$ cat config.mk
export PLATFORM = sky130hd
export DESIGN_NAME = pipeline_ctrl
export DESIGN_NICKNAME = d
export VERILOG_FILES = /design/src/rtl/pipeline_ctrl.sv
export SDC_FILE = /design/constraint.sdc
export NUM_CORES = 1
export LEC_CHECK = 0
export ABC_AREA = 1
export CORE_MARGIN = 1.5
export CORE_UTILIZATION = 34
export CTS_BUF_LIST = sky130_fd_sc_hd__clkbuf_4 sky130_fd_sc_hd__clkbuf_8
export DETAILED_ROUTE_END_ITERATION = 12
export PLACE_DENSITY = 0.84
export SYNTH_ARGS = -nofsm -noshare
export SYNTH_HDL_FRONTEND = slang
export SYNTH_SLANG_ARGS = --single-unit
$ cat constraint.sdc
create_clock -name clk_i -period 2.1 [get_ports clk_i]
set_input_delay 0.21 -clock clk_i [delete_from_list [all_inputs] [get_ports clk_i]]
set_output_delay 0.21 -clock clk_i [all_outputs]
set_load 0.01 [all_outputs]
$ cat src/rtl/pipeline_ctrl.sv
// -----------------------------------------------------------------------------
// pipeline_ctrl
//   Central stall/flush sequencer for the 5-stage pipelined CPU. Folds the
//   load-use hazard, an ID-stage taken branch and a data-memory wait into the
//   per-stage write-enable / bubble / flush controls for PC, IFIDReg, IDEXReg,
//   EXMEMReg and MEMWBReg.
//
//   Priority: memory wait > load-use stall > taken branch.
//   Control outputs are combinational from the current state and inputs;
//   state, the wait-timeout error and the counters are registered.
//
// Optional feature macro: PIPELINE_CTRL_PERF_EN
//   defined     -> saturating stall/flush cycle counters are kept
//   not defined -> no counter flops, stall_cnt_o / flush_cnt_o tied to zero
//
// Parameters
//   CNT_W     width of the stall/flush counters
//   MAX_WAIT  consecutive MEM_WAIT cycles after which err_o is raised
//
// Ports
//   clk_i           clock, all state on rising edge
//   rst_n_i         synchronous active-low reset
//   start_i         begin execution (only looked at in IDLE)
//   idex_memrd_i    ID/EX instruction is a load
//   idex_rd_i       ID/EX destination register
//   ifid_rs1_i      IF/ID rs1
//   ifid_rs2_i      IF/ID rs2
//   ifid_use_rs2_i  IF/ID instruction reads rs2
//   branch_taken_i  branch resolved taken in ID
//   dmem_req_i      EX/MEM instruction accesses data memory
//   dmem_ready_i    data memory completes its access this cycle
//   pc_we_o         PC update enable
//   ifid_we_o       IFIDReg write enable
//   ifid_flush_o    IFIDReg loads NOP
//   idex_bubble_o   IDEXReg loads all-zero control
//   exmem_we_o      IDEXReg -> EXMEMReg advance enable
//   memwb_bubble_o  MEMWBReg loads all-zero control
//   stall_o         load-use stall or memory wait this cycle
//   flush_o         flush this cycle
//   state_o         0 IDLE, 1 RUN, 2 MEM_WAIT
//   err_o           sticky wait-timeout error
//   stall_cnt_o     stall cycle count
//   flush_cnt_o     flush cycle count
// -----------------------------------------------------------------------------
module pipeline_ctrl #(
   parameter int CNT_W    = 32,
   parameter int MAX_WAIT = 15
) (
   input  logic             clk_i,
   input  logic             rst_n_i,
   input  logic             start_i,
   input  logic             idex_memrd_i,
   input  logic [4:0]       idex_rd_i,
   input  logic [4:0]       ifid_rs1_i,
   input  logic [4:0]       ifid_rs2_i,
   input  logic             ifid_use_rs2_i,
   input  logic             branch_taken_i,
   input  logic             dmem_req_i,
   input  logic             dmem_ready_i,
   output logic             pc_we_o,
   output logic             ifid_we_o,
   output logic             ifid_flush_o,
   output logic             idex_bubble_o,
   output logic             exmem_we_o,
   output logic             memwb_bubble_o,
   output logic             stall_o,
   output logic             flush_o,
   output logic [1:0]       state_o,
   output logic             err_o,
   output logic [CNT_W-1:0] stall_cnt_o,
   output logic [CNT_W-1:0] flush_cnt_o
);

   typedef enum logic [1:0] {
      ST_IDLE     = 2'd0,
      ST_RUN      = 2'd1,
      ST_MEM_WAIT = 2'd2
   } state_t;

   localparam int                WAIT_W    = $clog2(MAX_WAIT + 1);
   localparam logic [WAIT_W-1:0] WAIT_LAST = WAIT_W'(MAX_WAIT - 1);

   state_t            state;
   logic [WAIT_W-1:0] wait_cnt;   // index of the current MEM_WAIT cycle, 1-based
   logic              err;
   logic              lu;
   logic              frozen;

   // Load-use: a load whose destination (never x0) feeds the instruction in ID.
   assign lu = idex_memrd_i && (idex_rd_i != 5'd0) &&
               ((idex_rd_i == ifid_rs1_i) ||
                (ifid_use_rs2_i && (idex_rd_i == ifid_rs2_i)));

   // An access that misses in RUN, or one still outstanding in MEM_WAIT,
   // freezes the whole pipeline. A same-cycle ready in RUN is no wait at all.
   assign frozen = ((state == ST_RUN) && dmem_req_i && !dmem_ready_i) ||
                   ((state == ST_MEM_WAIT) && !dmem_ready_i);

   // NOTE: every output gets a default before the case so no path leaves one
   // unassigned; otherwise synthesis infers latches.
   always_comb begin
      pc_we_o        = 1'b0;
      ifid_we_o      = 1'b0;
      ifid_flush_o   = 1'b0;
      idex_bubble_o  = 1'b0;
      exmem_we_o     = 1'b0;
      memwb_bubble_o = 1'b0;
      stall_o        = 1'b0;
      flush_o        = 1'b0;
      case (state)
         ST_RUN, ST_MEM_WAIT: begin
            if (frozen) begin
               memwb_bubble_o = 1'b1;
               stall_o        = 1'b1;
            end else begin
               pc_we_o    = 1'b1;
               ifid_we_o  = 1'b1;
               exmem_we_o = 1'b1;
               if (lu) begin
                  // Hold PC and IF/ID, squash the dependent op; a branch
                  // in ID is re-evaluated next cycle.
                  pc_we_o       = 1'b0;
                  ifid_we_o     = 1'b0;
                  idex_bubble_o = 1'b1;
                  stall_o       = 1'b1;
               end else if (branch_taken_i) begin
                  ifid_flush_o = 1'b1;
                  flush_o      = 1'b1;
               end
            end
         end
         default: begin
            // IDLE (and any illegal encoding): nothing advances, bubbles drain.
            idex_bubble_o  = 1'b1;
            memwb_bubble_o = 1'b1;
         end
      endcase
   end

   // NOTE: sequential state uses non-blocking assignments so every flop
   // samples the pre-edge values, independent of statement order.
   always_ff @(posedge clk_i) begin
      if (!rst_n_i) begin
         state    <= ST_IDLE;
         wait_cnt <= '0;
         err      <= 1'b0;
      end else begin
         case (state)
            ST_IDLE: begin
               if (start_i) state <= ST_RUN;
            end
            ST_RUN: begin
               if (frozen) begin
                  state    <= ST_MEM_WAIT;
                  wait_cnt <= WAIT_W'(1);
                  if (MAX_WAIT <= 1) err <= 1'b1;
               end
            end
            ST_MEM_WAIT: begin
               if (dmem_ready_i) begin
                  state <= ST_RUN;
               end else if (wait_cnt <= WAIT_LAST) begin
                  // Saturates at MAX_WAIT; err is set as the count reaches it.
                  wait_cnt <= wait_cnt + 1'b1;
                  if (wait_cnt == WAIT_LAST) err <= 1'b1;
               end
            end
            default: state <= ST_IDLE;
         endcase
      end
   end

   assign state_o = state;
   assign err_o   = err;

`ifdef PIPELINE_CTRL_PERF_EN
   logic [CNT_W-1:0] stall_cnt;
   logic [CNT_W-1:0] flush_cnt;

   always_ff @(posedge clk_i) begin
      if (!rst_n_i) begin
         stall_cnt <= '0;
         flush_cnt <= '0;
      end else begin
         if (stall_o && (stall_cnt != '1)) stall_cnt <= stall_cnt + 1'b1;
         if (flush_o && (flush_cnt != '1)) flush_cnt <= flush_cnt + 1'b1;
      end
   end

   assign stall_cnt_o = stall_cnt;
   assign flush_cnt_o = flush_cnt;
`else
   assign stall_cnt_o = '0;
   assign flush_cnt_o = '0;
`endif

endmodule

==> flow_metrics.tcl <==
set metrics [dict create \
    syn_avg_cell_area_sq_um 6.25 \
    clockBufferDepth 2 \
    grt_pass1_vias 873 \
    max_freq_mhz 522 \
    power.leakage_nw 0.824 \
    vias_per_cell 3.74 \
    reg2reg_from "state_o[0]" \
    status "complete, no violations" \
    area_growth_pct 15.8 \
    layout_commonest_cell "conb_1" \
    arrival_ns 1.71 \
    start_kind "primary input" \
    layout_common_cells "conb_1, nand2_1, inv_1" \
    first_pass_iters 4 \
    htree_levels 1 \
    timing.hold.ws_ns 0.472 \
    die_w_um 62.6 \
    track_usage_pct 10.1 \
    synth_edf_count 0 \
    grtUsageMet1_pct 9.87 \
    dieArea_sq_um 3910 \
    grt_busiest_layer "met2" \
    cpPeakStageDelay_ns 0.54 \
    crit_fanout 4 \
    clock_skew_ns 0.00412 \
    start_util_pct 35.9 \
    routed_wl_um 2070 \
    p_clk_share_pct 13.0 \
    netlist.area_leader.share_pct 41.1 \
    ios 98 \
    p_int_mw 0.587 \
    p_seq_share_pct 18.7 \
    post-place-ws_ns -0.0981 \
    vias 1035 \
    crit_cells 10 \
    power.density_nw_per_um2 769 \
    cap_viol_max_count 0 \
    ys_seq_elements 7 \
    rows 21 \
    crit_end "idex_bubble_o" \
    nNetsFinal 262 \
    dp_hpwl_um 1840 \
    diodes 0 \
    crit_path_start "idex_rd_i[4]" \
    worstSetupPathType "primary input to output pin" \
    cp_slowest_cell "clkdlybuf4s50_1" \
    synth_top_cell_by_area "buf_4" \
    required_ns 1.89 \
    p_switching_mw 0.487 \
    grt_max_degree 7 \
    ys_types 22 \
    synth.area.top_cells "buf_4, nand2_1, dfxtp_1" \
    drive_above_1_share_pct 6.93 \
    ys_seq_area_share_pct 11.6 \
    period_minus_slack_ns 1.92 \
    finalMaxSlewViolations 0 \
    hold_path.class "flip-flop to flip-flop" \
    pwr-share-comb_pct 68.3 \
    reg2reg_to "state_o[0]" \
    ant_nets 0 \
    hold_viol 0 \
    synthArstFlopShare_pct 0 \
    cts_tree "yes" \
    cts.clk_slew.worst_paths_ns 0.05 \
    clock_sinks 7 \
    antenna_found_initial 0 \
    synth_ff_type "dfxtp_1" \
    met3_usage_pct 2.34 \
    reg2reg_slack_ns 0.55 \
    cts_hold_buffers 0 \
    critPathTopFamily "buffers and inverters" \
    p_sw_share_pct 45.4 \
    grt-ovfl-total 0 \
    dieHeight_um 62.6 \
    crit_top_cell "nand2_1" \
    fin_crit_sh_pct 91.2 \
    finalSetupViolations 0 \
    end_kind "output pin" \
    rsz0062_at_grt "false" \
    drtIter0Drc 16 \
    gp_congestion 0.837 \
    routedWlPerCell_um 7.48 \
    cts_buffers 3 \
    io_buffers 33 \
    ir_worst_vdd_v 0.000265 \
    netlist_instances 193 \
    critPathBufInv 3 \
    ys_warn_count 0 \
    r2r_cells 8 \
    route.detailed.drc 0 \
    cts-root-buf "clkbuf_4" \
    met2_usage_pct 20.0 \
    clock_latency_ns 0.26 \
    netlist_area_sq_um 1210 \
    grt_pass1_wl_um 3330 \
    cts_setup_buffers 0 \
    worst_slack_ns 0.185 \
    fp.coreArea_sq_um 3360 \
    crit_chain "clkdlybuf4s50_1, inv_1, nand2_1, nand2_1, nor2_1, nand3_1, nand2_1, nand2_1, o21ai_0, dlygate4sd2_1" \
]
==> stage by stage <==
step | instance area [sq um] | std cells | TNS (ns) | total power [mW] | util (%)
after global placement | 1370 | 273 | -0.0496 | 0.974 | 40.6
after global routing | 1400 | 277 | 0 | 1.18 | 41.5
after detailed placement | 1370 | 273 | -0.212 | 0.991 | 40.6
after CTS | 1390 | 277 | 0 | 1.08 | 41.4
after floorplan | 1440 | 256 | 0 | 0.707 | -
final | 1400 | 277 | 0 | 1.07 | 41.5
==> worst reg2reg max path, stage by stage, from the launching register on <==
cell and delay, ns:
dfxtp_2 0.34, inv_1 0.06, ha_1 0.21, buf_4 0.16
nand2_1 0.07, o21ai_0 0.07, a21oi_1 0.27, nor2_1 0.07
a211oi_1 0.19
==> final cells by class <==
| type | count | area [sq um] |
|---|---|---|
| fill | 381 | 1970 |
| sequential | 7 | 145 |
| clock buffer | 4 | 30.0 |
| timing repair buffer | 37 | 354 |
| tap | 46 | 57.6 |
| inverter | 30 | 113 |
| multi-input combinational | 153 | 697 |
==> logic make-up after synthesis <==
logic type / count (synthesis) / share of synthesized area [%]
xor gates and xnor gates: 2 / 1.45
and+or+nand+nor: 65 / 22.0
AOI/OAI and AO/OA: 15 / 6.95
DFF: 7 / 11.6
adders and majority gates: 7 / 7.26
buffers and inverters: 96 / 50.4
other: 1 / 0.311
==> synthesized netlist by cell type, drive strengths merged, types with 2 or more instances <==
cell,count
nor3,2
nor2,15
ha,7
a21oi,5
dfxtp,7
buf,66
nand3,4
inv,30
o21ai,8
nand2,42
==> power by group through the flow <==
| stage | Clock [mW] | Sequential [mW] | Combinational [mW] |
|---|---|---|---|
| floorplan | 0 | 0.201 | 0.506 |
| finish | 0.140 | 0.200 | 0.734 |
| detailed placement | 0 | 0.194 | 0.796 |
| global placement | 0 | 0.192 | 0.782 |
| CTS | 0.146 | 0.196 | 0.743 |
| global route | 0.150 | 0.206 | 0.824 |
==> layer usage <==
metal,up-vias,part of all wire (%)
met2,57,52
met5,-,0
met4,0,2.0
met1,445,36
li1,527,-
met3,6,9.3
==> registers in the layout, indices dropped and copies added, names as in the netlist <==
signal,cells
err_o,1
wait_cnt,4
state_o,2
==> worst min path at each step <==
stage | depth (start not counted) | end | startpoint | slack [ns]
final | 2 | err_o | err_o | 0.47
after detailed placement | 2 | err_o | err_o | 0.47
after global routing | 2 | err_o | err_o | 0.54
after floorplan | 2 | wait_cnt[0] | rst_n_i | 0.35
after global placement | 2 | err_o | err_o | 0.46
after CTS | 2 | err_o | err_o | 0.48
==> repair_timing <==
| item | in CTS | in global routing |
|---|---|---|
| endpoints found under the setup margin | 8 | 3 |
| gates resized for setup | 10 | 2 |
| pin swaps | 0 | 0 |
Power figures use the tool's default switching activity.
